### src/rtl/interrupt_controller_if.sv
`default_nettype none
// +--------------------------------------------------------------------------+
// | interrupt_controller_if : CPU-side register/dispatch bus of the IRQ unit |
// | Revision 1.0                                                             |
// +--------------------------------------------------------------------------+
interface interrupt_controller_if;
  logic [7:0]  i_Data;
  logic        i_IE_Write;
  logic        i_IF_Write;
  logic [7:0]  o_IE;
  logic [7:0]  o_IF;
  logic        i_EI;
  logic        i_DI;
  logic        i_RETI;
  logic        i_Fetch_Boundary;
  logic        i_Dispatch_Ack;
  logic        o_Handle_Interrupt;
  logic [15:0] o_Vector;
  logic        o_Vector_Valid;
  logic        o_IME;
  logic        o_Wake;

  modport master (
    output i_Data, i_IE_Write, i_IF_Write, i_EI, i_DI, i_RETI,
           i_Fetch_Boundary, i_Dispatch_Ack,
    input  o_IE, o_IF, o_Handle_Interrupt, o_Vector, o_Vector_Valid,
           o_IME, o_Wake
  );

  modport slave (
    input  i_Data, i_IE_Write, i_IF_Write, i_EI, i_DI, i_RETI,
           i_Fetch_Boundary, i_Dispatch_Ack,
    output o_IE, o_IF, o_Handle_Interrupt, o_Vector, o_Vector_Valid,
           o_IME, o_Wake
  );
endinterface
`default_nettype wire

### src/rtl/interrupt_controller.sv
`default_nettype none
// +--------------------------------------------------------------------------+
// | interrupt_controller : IE/IF/IME registers, priority arbiter, dispatch   |
// | Revision 1.0                                                             |
// +--------------------------------------------------------------------------+
module interrupt_controller #(
  parameter int          NUM_INT       = 5,
  parameter logic [15:0] VECTOR_BASE   = 16'h0040,
  parameter int          VECTOR_STRIDE = 8
) (
  input  wire logic               i_Clk,
  input  wire logic               i_Rst,
  input  wire logic               i_Enable,
  input  wire logic [NUM_INT-1:0] i_Request,
  interrupt_controller_if.slave   bus
);

  localparam logic [15:0] c_STRIDE = 16'(VECTOR_STRIDE);

  typedef enum logic [1:0] {
    ST_IDLE  = 2'd0,
    ST_REQ   = 2'd1,
    ST_VALID = 2'd2
  } state_t;

  state_t             state_q, state_d;
  logic [7:0]         ie_q, ie_d;
  logic [NUM_INT-1:0] if_q, if_d;
  logic               ime_q, ime_d;
  logic [1:0]         ei_cnt_q, ei_cnt_d;
  logic [15:0]        vector_q, vector_d;

  logic [NUM_INT-1:0] pending;
  logic [NUM_INT-1:0] win_mask;
  logic [15:0]        win_idx;
  logic               win_found;

  assign pending = ie_q[NUM_INT-1:0] & if_q;

  // Downward scan so the lowest set bit is the last one to overwrite.
  always_comb begin
    win_found = 1'b0;
    win_idx   = '0;
    win_mask  = '0;
    for (int i = NUM_INT - 1; i >= 0; i--) begin
      if (pending[i]) begin
        win_found   = 1'b1;
        win_idx     = 16'(i);
        win_mask    = '0;
        win_mask[i] = 1'b1;
      end
    end
  end

  always_comb begin
    state_d  = state_q;
    ie_d     = ie_q;
    if_d     = if_q;
    ime_d    = ime_q;
    ei_cnt_d = ei_cnt_q;
    vector_d = vector_q;

    if (i_Enable) begin
      if (bus.i_IE_Write) ie_d = bus.i_Data;
      if (bus.i_IF_Write) if_d = bus.i_Data[NUM_INT-1:0];

      case (state_q)
        ST_IDLE: begin
          if (bus.i_DI) begin
            ime_d    = 1'b0;
            ei_cnt_d = 2'd0;
          end else if (bus.i_RETI) begin
            ime_d    = 1'b1;
            ei_cnt_d = 2'd0;
          end else if (bus.i_EI) begin
            ei_cnt_d = 2'd2;
          end else if (bus.i_Fetch_Boundary && ei_cnt_q != 2'd0) begin
            ei_cnt_d = ei_cnt_q - 2'd1;
            if (ei_cnt_q == 2'd1) ime_d = 1'b1;
          end
          // Decision sees the freshly updated IME so a landing EI can dispatch.
          if (bus.i_Fetch_Boundary && ime_d && (|pending)) begin
            state_d  = ST_REQ;
            ime_d    = 1'b0;
            ei_cnt_d = 2'd0;
          end
        end
        ST_REQ: begin
          if (bus.i_Dispatch_Ack) begin
            state_d  = ST_VALID;
            vector_d = win_found ? (VECTOR_BASE + win_idx * c_STRIDE) : 16'h0000;
            if_d     = if_d & ~win_mask;
          end
        end
        ST_VALID: state_d = ST_IDLE;
        default:  state_d = ST_IDLE;
      endcase

      if_d = if_d | i_Request;
    end
  end

  always_ff @(posedge i_Clk) begin
    if (i_Rst) begin
      state_q  <= ST_IDLE;
      ie_q     <= 8'h00;
      if_q     <= '0;
      ime_q    <= 1'b0;
      ei_cnt_q <= 2'd0;
      vector_q <= 16'h0000;
    end else begin
      state_q  <= state_d;
      ie_q     <= ie_d;
      if_q     <= if_d;
      ime_q    <= ime_d;
      ei_cnt_q <= ei_cnt_d;
      vector_q <= vector_d;
    end
  end

  assign bus.o_IE               = ie_q;
  assign bus.o_IF               = {{(8-NUM_INT){1'b1}}, if_q};
  assign bus.o_IME              = ime_q;
  assign bus.o_Handle_Interrupt = (state_q == ST_REQ);
  assign bus.o_Vector_Valid     = (state_q == ST_VALID);
  assign bus.o_Vector           = vector_q;
  assign bus.o_Wake             = |pending;

endmodule
`default_nettype wire

### src/flat_wrapper.sv
// flat-port wrapper written by rule: the top's interface ports become plain ports
module interrupt_controller_flat 
#(
  parameter int          NUM_INT       = 5,
  parameter logic [15:0] VECTOR_BASE   = 16'h0040,
  parameter int          VECTOR_STRIDE = 8
)
  (i_Clk, i_Rst, i_Enable, i_Request, bus_i_Data, bus_i_IE_Write, bus_i_IF_Write, bus_i_EI, bus_i_DI, bus_i_RETI, bus_i_Fetch_Boundary, bus_i_Dispatch_Ack, bus_o_IE, bus_o_IF, bus_o_Handle_Interrupt, bus_o_Vector, bus_o_Vector_Valid, bus_o_IME, bus_o_Wake);
  interrupt_controller_if bus_i ();
  input  wire logic i_Clk;
  input  wire logic i_Rst;
  input  wire logic i_Enable;
  input  wire logic [NUM_INT-1:0] i_Request;
  input wire logic [$bits(bus_i.i_Data)-1:0] bus_i_Data;
  input wire logic [$bits(bus_i.i_IE_Write)-1:0] bus_i_IE_Write;
  input wire logic [$bits(bus_i.i_IF_Write)-1:0] bus_i_IF_Write;
  input wire logic [$bits(bus_i.i_EI)-1:0] bus_i_EI;
  input wire logic [$bits(bus_i.i_DI)-1:0] bus_i_DI;
  input wire logic [$bits(bus_i.i_RETI)-1:0] bus_i_RETI;
  input wire logic [$bits(bus_i.i_Fetch_Boundary)-1:0] bus_i_Fetch_Boundary;
  input wire logic [$bits(bus_i.i_Dispatch_Ack)-1:0] bus_i_Dispatch_Ack;
  output wire logic [$bits(bus_i.o_IE)-1:0] bus_o_IE;
  output wire logic [$bits(bus_i.o_IF)-1:0] bus_o_IF;
  output wire logic [$bits(bus_i.o_Handle_Interrupt)-1:0] bus_o_Handle_Interrupt;
  output wire logic [$bits(bus_i.o_Vector)-1:0] bus_o_Vector;
  output wire logic [$bits(bus_i.o_Vector_Valid)-1:0] bus_o_Vector_Valid;
  output wire logic [$bits(bus_i.o_IME)-1:0] bus_o_IME;
  output wire logic [$bits(bus_i.o_Wake)-1:0] bus_o_Wake;
  assign bus_i.i_Data = bus_i_Data;
  assign bus_i.i_IE_Write = bus_i_IE_Write;
  assign bus_i.i_IF_Write = bus_i_IF_Write;
  assign bus_i.i_EI = bus_i_EI;
  assign bus_i.i_DI = bus_i_DI;
  assign bus_i.i_RETI = bus_i_RETI;
  assign bus_i.i_Fetch_Boundary = bus_i_Fetch_Boundary;
  assign bus_i.i_Dispatch_Ack = bus_i_Dispatch_Ack;
  assign bus_o_IE = bus_i.o_IE;
  assign bus_o_IF = bus_i.o_IF;
  assign bus_o_Handle_Interrupt = bus_i.o_Handle_Interrupt;
  assign bus_o_Vector = bus_i.o_Vector;
  assign bus_o_Vector_Valid = bus_i.o_Vector_Valid;
  assign bus_o_IME = bus_i.o_IME;
  assign bus_o_Wake = bus_i.o_Wake;
  interrupt_controller #(.NUM_INT(NUM_INT), .VECTOR_BASE(VECTOR_BASE), .VECTOR_STRIDE(VECTOR_STRIDE)) u_core (.i_Clk(i_Clk), .i_Rst(i_Rst), .i_Enable(i_Enable), .i_Request(i_Request), .bus(bus_i));
endmodule
### config.mk
export PLATFORM = sky130hd
export DESIGN_NAME = interrupt_controller_flat
export DESIGN_NICKNAME = d
export VERILOG_FILES = /design/src/rtl/interrupt_controller_if.sv /design/src/rtl/interrupt_controller.sv /design/src/flat_wrapper.sv
export SDC_FILE = /design/constraint.sdc
export NUM_CORES = 1
export LEC_CHECK = 0
export ABC_AREA = 1
export CORE_ASPECT_RATIO = 0.6
export CORE_UTILIZATION = 44
export DETAILED_ROUTE_END_ITERATION = 7
export GPL_TIMING_DRIVEN = 1
export MAX_ROUTING_LAYER = met4
export PLACE_DENSITY = 0.94
export SYNTH_ARGS = -nofsm -noshare
export SYNTH_HDL_FRONTEND = slang
export SYNTH_SLANG_ARGS = --single-unit
### constraint.sdc
create_clock -name i_Clk -period 3.4 [get_ports i_Clk]
set_input_delay 0.51 -clock i_Clk [delete_from_list [all_inputs] [get_ports i_Clk]]
set_output_delay 0.51 -clock i_Clk [all_outputs]
set_load 0.05 [all_outputs]
* Yosys cells after proc, flatten, opt, wreduce, memory -nomap -nowiden
Cells that the tools add are included.
** Word-level totals
- Register bits :: 34
- Input port bits :: 23
- Word-level logic and storage cells :: 66
** Cells by class
- Add/sub/neg operators :: 2
- Equal/unequal tests :: 5
- Mux-type cells :: 37
- Bitwise gates (word level) :: 4
- Reductions and logical operators :: 12
** Operator list (number)
- two-way mux 5 bit :: 10
- two-way mux 16 bit :: 1
- two-way mux 3 bit :: 5
- two-way mux 2 bit :: 7
- two-way mux 1 bit :: 13
- bitwise AND 5 bit :: 2
- AND reduction 3 bit :: 3
- adder 7 x 6 -> 8 bit, first input constant :: 1
- NOT 5 bit :: 1
- OR 5 bit :: 1
- nonzero test 5 bit :: 1
- OR reduction 5 bit :: 1
- equality test 2 x 1 -> 1 bit, second input constant :: 2
- case mux 2 bit (2 select lines) :: 1
- AND reduction 2 bit :: 2
- logical AND 1 bit :: 3
- equality test 2 bit, second input constant :: 1
- logical NOT 2 bit :: 1
- inequality test 2 x 1 -> 1 bit, second input constant :: 1
- inequality test 2 bit, second input constant :: 1
- nonzero test 2 bit :: 1
- subtractor 2 x 1 -> 2 bit, second input constant :: 1

* Logic depth before layout (Yosys ltp)
- Word-level depth :: 12
- Gate-level depth with buffers :: 11

* Worst setup path before layout
OpenSTA, ideal clock, no wires.
- Path kind :: register to register
- From :: register u_core.if_q[2]
- To :: register u_core.ei_cnt_q[0]
- Setup time :: 0.115 ns
- Arrival time :: 1.624 ns
- Data required time :: 3.285 ns
- Path slack :: 1.661 ns
- Stages on the path, launching flop included :: 10
- Path buffers :: 0
- Cells stage by stage :: dfxtp_1 > nand2_1 > nand2_1 > nor2_4 > nand2_2 > nand3_2 > nand3_2 > nand3_1 > nand2_1 > nor2_1
** Between the ends
- Cells in the longest elaborated chain, start to end :: 5
- Elaborated cells between the ends (all ways) :: 6
- Those cells by class :: mux (1); bitwise (1); reduce/logical (4)
** RTL lines
- start, declared :: line interrupt_controller.sv:28 : logic [NUM_INT-1:0] if_q, if_d;
- start signal, assigned :: line interrupt_controller.sv:114 : if_q <= if_d;
- bitwise AND 5 bit * :: line interrupt_controller.sv:38 : assign pending = ie_q[NUM_INT-1:0] & if_q;
- OR reduction 5 bit *
- net bus_o_Wake :: line flat_wrapper.sv:28 : output wire logic [$bits(bus_i.o_Wake)-1:0] bus_o_Wake;
- logical AND 1 bit * :: line interrupt_controller.sv:82 : if (bus.i_Fetch_Boundary && ime_d && (|pending)) begin
- nonzero test 5 bit (no line)
- AND reduction 3 bit (no line)
- end signal, assigned :: line interrupt_controller.sv:116 : ei_cnt_q <= ei_cnt_d;
- end, declared :: line interrupt_controller.sv:30 : logic [1:0] ei_cnt_q, ei_cnt_d;
Mark *: on every way through the listed nets, which the timed path passes. The rest lies on a longest branch.
A chain may end at the register's enable or synchronous reset.

* Worst setup path in the final report
- From :: register u_core.if_q[2]
- To :: output bus_o_Wake
** Between the ends
- Cells in the longest elaborated chain, start to end :: 2
** RTL lines
- bitwise AND 5 bit :: line interrupt_controller.sv:38
- OR reduction 5 bit :: line interrupt_controller.sv:127 : assign bus.o_Wake = |pending;
- end, declared :: line flat_wrapper.sv:28
Every way passes these cells.

==> flow_summary.json <==
{
  "cts_tree": "built",
  "fp.dieW_um": 70.8,
  "antenna_found_initial": 0,
  "synth.area.top_cells": "dfxtp_1 35%, buf_4 9.0%, nor2_1 7.8%, nand2_1 6.9%, a21oi_1 6.0%",
  "slew_viol_final": 0,
  "io_pins": 59,
  "dp_hpwl_mm": 2.27,
  "drtPass1Iterations": 6,
  "ys_seq_area_share_pct": 35.2,
  "vias": 1175,
  "num-fill-cells": 230,
  "portBuffers": 43,
  "p_leak_nw": 0.683,
  "arrival_ps": 1840,
  "finalSetupViolations": 0,
  "finClkSkew_ps": 1.11,
  "synth.avg_cell_area_um2": 7.31,
  "numCtsBuffers": 3,
  "grt_pass1_vias": 1071,
  "core_area_mm2": 0.00259,
  "status": "completed",
  "rsz0062_at_grt": "false",
  "period_share_pct": 69.2,
  "cts_sinks": 22,
  "gr-total-overflow": 0,
  "wl_per_cell_um": 11.6,
  "yosysUniqueCellTypes": 29,
  "path_class": "register to primary output",
  "ys_async_sr_fraction_pct": 0,
  "post-route-drc-count": 0,
  "grt_pass1_wl_mm": 4.83,
  "synth_top_area_cell": "dfxtp_1",
  "worstSetupEndpointType": "primary output",
  "cts_resized": 0,
  "slew_headroom_pct": 66.1,
  "fin_nets": 239,
  "fmax_mhz": 425,
  "clk_latency_ps": 260,
  "ys_ff_latch": 22,
  "wl_mm": 2.83,
  "power.density_mw_per_mm2": 386,
  "clk_pin_slew_ps": 70,
  "die_area_mm2": 0.00307,
  "place_area_mm2": 0.00164,
  "hold_viol": 0,
  "synth_ff_type": "dfxtp_1",
  "max_cap_violations": 0,
  "cts_hold_buffers": 0,
  "synth.top_cell.area_share_pct": 35.2,
  "vias_per_cell": 4.82,
  "place.gp.congestion": 0.848,
  "fin_area_mm2": 0.00168,
  "crit_path_start_kind": "register",
  "worstMarginPinSlew_ps": 507,
  "track_usage_pct": 21.2,
  "final_core_util_pct": 65.0,
  "drive_above_1_share_pct": 10.8,
  "place_ws_ps": 1340,
  "area_delta_synth_final_pct": 34.7,
  "grt_max_degree": 15,
  "drtIter0Drc": 128,
  "post-route-min-period_ps": 2350,
  "initial_core_util_pct": 48.2,
  "peakVddDrop_mv": 0.203,
  "htreeDepth": 1,
  "clk_path_buf_depth": 2,
  "synth-edff-count": 0,
  "layout_common_cells": "43 x clkdlybuf4s50_1, 26 x nor2_1, 23 x nand2_1",
  "synthCells": 171,
  "antenna_cells": 0,
  "syn-cell-area_mm2": 0.00125,
  "rows": 14,
  "finalWorstSetupSlack_ps": 1050,
  "cp_max_fo": 4,
  "final_common_cell": "clkdlybuf4s50_1",
  "die_h_um": 43.3,
  "required_ps": 2890,
  "yosys_warnings": 0,
  "hold_class": "register to register",
  "cts_setup_buffers": 0,
  "cts_root_buffer": "clkbuf_8",
  "drtAntennaViolNets": 0,
  "tns_ps": 0
}
-- state kept, by name, indices dropped and copies added (netlist names) --
register             count
u_core.bus.o_IE          8
u_core.ei_cnt_q          2
u_core.state_q           2
u_core.if_q              5
u_core.bus.o_IME         1
u_core.bus.o_Vector      4
-- layer usage --
| metal | share of wire, % | global-route usage [%] |
|---|---|---|
| met1 | 52 | 30.4 |
| met2 | 41 | 29.2 |
| met3 | 6.5 | 6.18 |
| met4 | 0.18 | 4.80 |
| met5 | 0 | - |
-- Yosys cell counts (2+ instances only) --
cell,instances
nand2_2,5
inv_1,14
o21ai_0,3
o21ai_1,13
nor2_4,4
buf_4,15
a21oi_1,15
nand2_1,23
dfxtp_1,22
o31ai_1,2
nand3_1,2
nand4_1,3
inv_2,5
nand3_2,2
ha_1,2
a221oi_1,2
nor2_1,26
conb_1,2
-- per-stage QoR --
| stage | power (mW) | hold WS (ps) | cells |
|---|---|---|---|
| after detailed placement | 0.497 | 455 | 241 |
| after global routing | 0.685 | 498 | 244 |
| after floorplan | 0.444 | 452 | 184 |
| after CTS | 0.655 | 467 | 244 |
| final | 0.650 | 468 | 244 |
| after global placement | 0.495 | 451 | 241 |
-- critical path: stages (launching register included) --
cell and delay (ps):
dfxtp_1 370, nand2_1 110, nand2_1 140, nor2_4 50, nand2_2 100, clkdlybuf4s50_1 810
-- cell type report --
type	count	area, um2	share of cell area [%]
inverters	19	71.3	4.23
multi-input cells	125	661	39.2
repair buffers	43	430	25.6
clock buffers	3	41.3	2.45
well taps	32	40.0	2.38
flip-flops and latches	22	440	26.2
-- report_power, final --
part           switching, mW  total, mW  leakage [nW]  internal [mW]
registers             0.0131      0.285         0.181          0.272
clock network         0.0778      0.157        0.0216         0.0790
logic                  0.139      0.208         0.481         0.0686
total                  0.230      0.650         0.683          0.420
-- kinds of logic (layout without fill, tap and decap cells) --
logic type,after synthesis,after routing,share of synthesized area [%]
AND/OR/NAND/NOR,69,69,28.0
AO/OA/AOI/OAI,38,38,17.4
buffers and inverters,37,65,15.8
flip-flops,22,22,35.2
adder cells (fa/ha/maj),2,2,2.00
other,2,15,0.601
multiplexers,1,1,0.901
-- path summary, 6_finish.rpt --
kind | start | end | slack, ps | depth (start not counted)
min | u_core.bus.o_Vector[6] | u_core.bus.o_Vector[6] | 470 | 2
min reg2reg | u_core.bus.o_Vector[6] | u_core.bus.o_Vector[6] | 470 | 2
max reg2reg | u_core.ei_cnt_q[0] | u_core.ei_cnt_q[0] | 1830 | 10
max | u_core.if_q[2] | bus_o_Wake | 1050 | 5
Note: power is estimated with default switching activity, not from simulation.
